[src/rtl/scnn_pkg.sv]
// Shared types for the SCNN layer sequencer: FSM state encoding, default
// PE count, tile-counter width and the layer dimension bundle handed to the PEs.
// Ports: none (package).
package scnn_pkg;

  localparam int SCNN_NUM_PE = 4;
  localparam int SCNN_TILE_W = 8;

  typedef enum logic [2:0] {
    IDLE,
    CLEAR,
    START,
    WAIT,
    ACC,
    DRAIN,
    DONE
  } seq_state_e;

  // Dimensions latched at job accept and driven to every PE.
  typedef struct packed {
    logic [7:0] ip_dim;
    logic [3:0] wt_dim;
  } scnn_dims_t;

endpackage

[src/rtl/scnn_done_collector.sv]
// Sticky collector of per-PE done flags for the current tile.
// Ports: i_clr empties the mask, i_en ORs i_done into it, o_all_done is high
// when every PE is either already recorded or reporting done this cycle.
module scnn_done_collector
  import scnn_pkg::*;
#(
  parameter int NUM_PE = SCNN_NUM_PE
) (
  input  logic              clk,
  input  logic              rst_n,
  input  logic              i_clr,
  input  logic              i_en,
  input  logic [NUM_PE-1:0] i_done,
  output logic              o_all_done
);

  logic [NUM_PE-1:0] r_mask;

  always_ff @(posedge clk or negedge rst_n) begin
    if (!rst_n) begin
      r_mask <= '0;
    end else if (i_clr) begin
      r_mask <= '0;
    end else if (i_en) begin
      r_mask <= r_mask | i_done;
    end
  end

  // Includes this cycle's flags so a level or pulse seen now counts at once.
  assign o_all_done = &(r_mask | i_done);

endmodule

[src/rtl/scnn_layer_sequencer.sv]
// Layer control FSM for the 4-PE SCNN datapath: accepts a job, clears the
// accumulators, runs each weight tile (start -> wait all done -> accumulate),
// then drains the output-buffer indices under out_valid/out_ready backpressure.
// Ports: job_* handshake in, cfg_*/tile_idx/acc_clear/pe_start/acc_en to the
// PEs, pe_done from the PEs, out_* writeback stream, busy/done/err status.
// Optional watchdog: define SCNN_SEQ_TIMEOUT_EN to abort a tile stuck in WAIT
// for TIMEOUT_CYCLES cycles (err=1); otherwise err is tied low.
module scnn_layer_sequencer
  import scnn_pkg::*;
#(
  parameter int NUM_PE         = SCNN_NUM_PE,
  parameter int PARAM_IP_SIZE  = 16,
  parameter int TIMEOUT_CYCLES = 1024
) (
  input  logic                             clk,
  input  logic                             rst_n,
  input  logic                             job_valid,
  output logic                             job_ready,
  input  logic [7:0]                       job_ip_dim,
  input  logic [3:0]                       job_wt_dim,
  input  logic [SCNN_TILE_W-1:0]           job_num_tiles,
  output logic [7:0]                       cfg_ip_dim,
  output logic [3:0]                       cfg_wt_dim,
  output logic [SCNN_TILE_W-1:0]           tile_idx,
  output logic                             acc_clear,
  output logic                             pe_start,
  input  logic [NUM_PE-1:0]                pe_done,
  output logic                             acc_en,
  output logic                             out_valid,
  input  logic                             out_ready,
  output logic [$clog2(PARAM_IP_SIZE)-1:0] out_idx,
  output logic                             out_last,
  output logic                             busy,
  output logic                             done,
  output logic                             err
);

  localparam int               IDX_W    = $clog2(PARAM_IP_SIZE);
  localparam logic [IDX_W-1:0] LAST_IDX = IDX_W'(PARAM_IP_SIZE - 1);
  localparam int               WD_W     = $clog2(TIMEOUT_CYCLES + 1);

  seq_state_e             r_state;
  seq_state_e             w_state_nxt;
  scnn_dims_t             r_cfg;
  logic [SCNN_TILE_W-1:0] r_num_tiles;
  logic [SCNN_TILE_W-1:0] r_tile_idx;
  logic [IDX_W-1:0]       r_out_idx;

  logic w_accept;
  logic w_all_done;
  logic w_last_tile;
  logic w_last_beat;
  logic w_beat;
  logic w_timeout;

  assign w_accept    = (r_state == IDLE) && job_valid;
  assign w_last_tile = (r_tile_idx == r_num_tiles - 8'd1);
  assign w_last_beat = (r_out_idx == LAST_IDX);
  assign w_beat      = (r_state == DRAIN) && out_ready;

  // Mask is emptied in START, so done flags seen there do not count.
  scnn_done_collector #(
    .NUM_PE(NUM_PE)
  ) u_done_collector (
    .clk       (clk),
    .rst_n     (rst_n),
    .i_clr     (r_state == START),
    .i_en      (r_state == WAIT),
    .i_done    (pe_done),
    .o_all_done(w_all_done)
  );

`ifdef SCNN_SEQ_TIMEOUT_EN
  logic [WD_W-1:0] r_wdog;
  logic            r_err;

  // r_wdog is 0 in the first WAIT cycle, so the limit hits on WAIT cycle N.
  assign w_timeout = (r_state == WAIT) && !w_all_done &&
                     (r_wdog == WD_W'(TIMEOUT_CYCLES - 1));

  always_ff @(posedge clk or negedge rst_n) begin
    if (!rst_n) begin
      r_wdog <= '0;
      r_err  <= 1'b0;
    end else begin
      if (r_state == START) begin
        r_wdog <= '0;
      end else if (r_state == WAIT) begin
        r_wdog <= r_wdog + WD_W'(1);
      end
      if (w_accept) begin
        r_err <= 1'b0;
      end else if (w_timeout) begin
        r_err <= 1'b1;
      end
    end
  end

  assign err = r_err;
`else
  logic [WD_W-1:0] w_unused_wd;

  assign w_unused_wd = WD_W'(TIMEOUT_CYCLES);
  assign w_timeout   = 1'b0;
  assign err         = 1'b0;
`endif

  always_ff @(posedge clk or negedge rst_n) begin
    if (!rst_n) begin
      r_state <= IDLE;
    end else begin
      r_state <= w_state_nxt;
    end
  end

  always_comb begin
    w_state_nxt = r_state;
    job_ready   = 1'b0;
    busy        = 1'b1;
    acc_clear   = 1'b0;
    pe_start    = 1'b0;
    acc_en      = 1'b0;
    out_valid   = 1'b0;
    out_last    = 1'b0;
    done        = 1'b0;
    case (r_state)
      IDLE: begin
        job_ready = 1'b1;
        busy      = 1'b0;
        if (job_valid) w_state_nxt = CLEAR;
      end
      CLEAR: begin
        acc_clear   = 1'b1;
        w_state_nxt = (r_num_tiles == '0) ? DONE : START;
      end
      START: begin
        pe_start    = 1'b1;
        w_state_nxt = WAIT;
      end
      WAIT: begin
        if (w_all_done) begin
          w_state_nxt = ACC;
        end else if (w_timeout) begin
          w_state_nxt = DONE;
        end
      end
      ACC: begin
        acc_en      = 1'b1;
        w_state_nxt = w_last_tile ? DRAIN : START;
      end
      DRAIN: begin
        out_valid = 1'b1;
        out_last  = w_last_beat;
        if (out_ready && w_last_beat) w_state_nxt = DONE;
      end
      DONE: begin
        done        = 1'b1;
        w_state_nxt = IDLE;
      end
      default: begin
        w_state_nxt = IDLE;
      end
    endcase
  end

  always_ff @(posedge clk or negedge rst_n) begin
    if (!rst_n) begin
      r_cfg       <= '0;
      r_num_tiles <= '0;
      r_tile_idx  <= '0;
      r_out_idx   <= '0;
    end else begin
      if (w_accept) begin
        r_cfg       <= '{ip_dim: job_ip_dim, wt_dim: job_wt_dim};
        r_num_tiles <= job_num_tiles;
        r_tile_idx  <= '0;
      end else if ((r_state == ACC) && !w_last_tile) begin
        r_tile_idx <= r_tile_idx + 8'd1;
      end
      // Wrap to 0 on the final beat so the next job drains from entry 0.
      if (w_beat) begin
        r_out_idx <= w_last_beat ? '0 : r_out_idx + IDX_W'(1);
      end
    end
  end

  assign cfg_ip_dim = r_cfg.ip_dim;
  assign cfg_wt_dim = r_cfg.wt_dim;
  assign tile_idx   = r_tile_idx;
  assign out_idx    = r_out_idx;

endmodule

[config.mk]
export PLATFORM = sky130hd
export DESIGN_NAME = scnn_layer_sequencer
export DESIGN_NICKNAME = d
export VERILOG_FILES = /design/src/rtl/scnn_pkg.sv /design/src/rtl/scnn_done_collector.sv /design/src/rtl/scnn_layer_sequencer.sv
export SDC_FILE = /design/constraint.sdc
export NUM_CORES = 1
export LEC_CHECK = 0
export ABC_CLOCK_PERIOD_IN_PS = 3450
export CAP_MARGIN = 20
export CORE_UTILIZATION = 52
export CTS_BUF_LIST = sky130_fd_sc_hd__clkbuf_8
export DETAILED_ROUTE_END_ITERATION = 12
export PLACE_DENSITY = 0.84
export REMOVE_ABC_BUFFERS = 1
export SLEW_MARGIN = 5
export SYNTH_ARGS = -nofsm -noshare
export SYNTH_HDL_FRONTEND = slang
export SYNTH_SLANG_ARGS = --single-unit
[constraint.sdc]
create_clock -name clk -period 3.45 [get_ports clk]
set_clock_uncertainty 0.05 [all_clocks]
set_input_delay 0.5175 -clock clk [delete_from_list [all_inputs] [get_ports clk]]
set_output_delay 0.5175 -clock clk [all_outputs]
set_load 0.05 [all_outputs]
==> results_dict.tcl <==
set metrics [dict create \
    detail_route.wl_per_cell_um 14.40 \
    synth-seq-cells 39 \
    final_antenna_net_count 0 \
    synth-edff-count 0 \
    cp_num_buf_inv 2 \
    ys_seq_area_share_pct 47.53 \
    core_area_um2 3716 \
    root_buffer "clkbuf_8" \
    overflow 0 \
    synth-adder-area-share_pct 2.438 \
    synth_top_family_by_area "simple AND/OR/NAND/NOR gates" \
    grtUsageTotal_pct 26.19 \
    place_ws_ns 0.7308 \
    synth_xor_area_share_pct 4.266 \
    layout_common_cells "nand2_1 (61), clkdlybuf4s50_1 (58), dfrtp_1 (39)" \
    synthDistinctLibCells 42 \
    setup_tns_ns 0 \
    power.switching_mw 1.378 \
    switching_share_pct 49.10 \
    worstSkewPairLatency_ns 0.30 \
    grt_pass1_vias 1801 \
    numClockSinks 39 \
    final_nets 320 \
    slowest_stage "clkdlybuf4s50_1" \
    p_leak_nw 1.226 \
    postRouteWirelength_um 4854 \
    slew_headroom_pct 41.05 \
    min_path_type "in -> async" \
    rsz0062_at_grt "no" \
    grt_max_degree 40 \
    arrival_ns 2.32 \
    yosysTopAreaCell "dfrtp_1" \
    fp.dieH_um 64.84 \
    tightestPinTransition_ns 0.8842 \
    run_status "complete, no violations" \
    rows 22 \
    dominantRegCellSynth "dfrtp_1" \
    place.port_buffers 59 \
    worstPathRequired_ns 2.88 \
    numCtsBuffers 5 \
    crit_path_end_kind "primary output" \
    tritoncts "built" \
    place_congestion 0.7947 \
    maxSlewViolCount 0 \
    path_delay_family "buffers and inverters" \
    antenna_found_initial 0 \
    n_antenna_cell 0 \
    syn-mean-instance-area_um2 8.774 \
    clkTransAtPathRegs_ns 0.08 \
    layout_commonest_cell "nand2_1" \
    syn2layout_area_growth_pct 34.37 \
    power.internal_mw 1.429 \
    cts_hold_buf 0 \
    syn_area_um2 2053 \
    clock_path_buffers 2 \
    grt_pass1_wl_um 8224 \
    route.detailed.drc 0 \
    path_cells "inv_1, nor3_1, clkdlybuf4s50_1" \
    fp.dieW_um 64.84 \
    pin_count 61 \
    drt-initial-drc-count 139 \
    critical_path_class "reg -> out" \
    setup_viol 0 \
    num_vias 1879 \
    htreeDepth 2 \
    cap_violations 0 \
    cpPeakStageDelay_ns 0.91 \
    cts-resized-gates 0 \
    hold_viol 0 \
    post_cts_buffers 0 \
    fin_crit_ns 2.892 \
    synth.area.top_cells "dfrtp_1 (48%), nand2_1 (11%), xnor2_1 (3.0%)" \
    drt-vias-per-instance 5.576 \
    start_util_pct 55.25 \
    fmax_mhz 345.8 \
    power_density_nw_per_um2 1017 \
    seqPwrFrac_pct 32.4 \
    synthSimpleGateAreaFrac_pct 26.57 \
    synth.top_cell.area_share_pct 47.53 \
    dp_hpwl_um 3297 \
    min_period_over_period_pct 83.82 \
    syn_inst 234 \
    clockPowerShare_pct 14.2 \
    synthMuxAreaShare_pct 1.523 \
    worst_slack_ns 0.5583 \
    die_area_um2 4204 \
    synthArstFlopShare_pct 100.0 \
    yosys_warnings 0 \
    synth_compound_area_share_pct 13.41 \
    crit_path_start_kind "flip-flop" \
    peakVddDrop_v 0.0005246 \
    combPwrFrac_pct 53.4 \
    final_layout_size_suffix_gt1_share_pct 4.844 \
    path_max_fanout 9 \
    firstDrtPassIters 4 \
]
## power groups by stage
stage	Combinational (mW)	Clock [mW]	Sequential [mW]
6_report	1.50	0.400	0.909
3_3_place_gp	1.44	0	0.903
5_1_grt	1.60	0.426	0.947
2_1_floorplan	0.642	0	1.26
4_1_cts	1.50	0.404	0.906
3_5_place_dp	1.48	0	0.908
## sequential cells by signal, indices dropped and copies added (netlist names)
name	cells
u_done_collector.r_mask	4
r_state	3
tile_idx	8
cfg_wt_dim	4
r_num_tiles	8
out_idx	4
cfg_ip_dim	8
## worst paths after layout
kind | startpoint | to | slack (ns) | cells after the start
max reg2reg | r_num_tiles[0]$_DFFE_PN0P_ | tile_idx[2]$_DFFE_PN0P_ | 0.65 | 8
min reg2reg | cfg_wt_dim[3]$_DFFE_PN0P_ | cfg_wt_dim[3]$_DFFE_PN0P_ | 0.43 | 2
max | r_state[1]$_DFFE_PN0P_ | pe_start | 0.56 | 3
min in group clk | cfg_wt_dim[3]$_DFFE_PN0P_ | cfg_wt_dim[3]$_DFFE_PN0P_ | 0.43 | 2
min | rst_n | out_idx[3]$_DFFE_PN0P_ | 0.27 | 1
max in group asynchronous | rst_n | cfg_wt_dim[0]$_DFFE_PN0P_ | 2.55 | 1
## Yosys cell counts, types with 4 or more instances
master,instances
xnor2_1,7
ha_1,4
o31ai_1,5
a21oi_1,12
inv_1,7
nor3_1,7
clkbuf_1,9
nand2_1,61
and3_1,5
nand3_1,10
o21ai_0,9
dfrtp_1,39
nor2_1,11
o211ai_1,4
## area by class of cell
class,count,area (um^2)
Timing Repair Buffer,59,585.6
Clock inverter,2,35.03
Tap cell,48,60.06
Multi-Input combinational cell,176,993.5
Sequential cell,39,975.9
Inverter,7,26.28
Clock buffer,6,82.58
Fill cell,296,957.2
## per-layer routing
metal  global-route usage (%)  up-vias  wire length, um  part of all wire [%]
met5                        0        -                0                     0
met4                    11.39        0              119                   2.5
met3                    7.570       13              269                   5.5
met2                    41.67       62             2323                    48
met1                    32.95      889             2143                    44
li1                         -      915                -                     -
## logic make-up after synthesis
group	after synthesis
AO/OA/AOI/OAI	42
buffers and inverters	19
XOR/XNOR	10
flip-flops	39
other	1
adder cells (fa/ha/maj)	4
AND/OR/NAND/NOR	116
multiplexers	3
## metrics by stage
| step | instances | area, um^2 | utilization (%) | hold WS [ns] | total power [mW] |
|---|---|---|---|---|---|
| 6_report | 337 | 2759 | 74.24 | 0.2676 | 2.807 |
| 2_1_floorplan | 222 | 1996 | - | 0.1719 | 1.900 |
| 3_3_place_gp | 329 | 2641 | 71.08 | 0.4060 | 2.346 |
| 4_1_cts | 337 | 2759 | 74.24 | 0.2978 | 2.810 |
| 3_5_place_dp | 329 | 2641 | 71.08 | 0.4125 | 2.392 |
| 5_1_grt | 337 | 2759 | 74.24 | 0.3345 | 2.977 |
No activity file was read; power rests on OpenSTA's default activity.
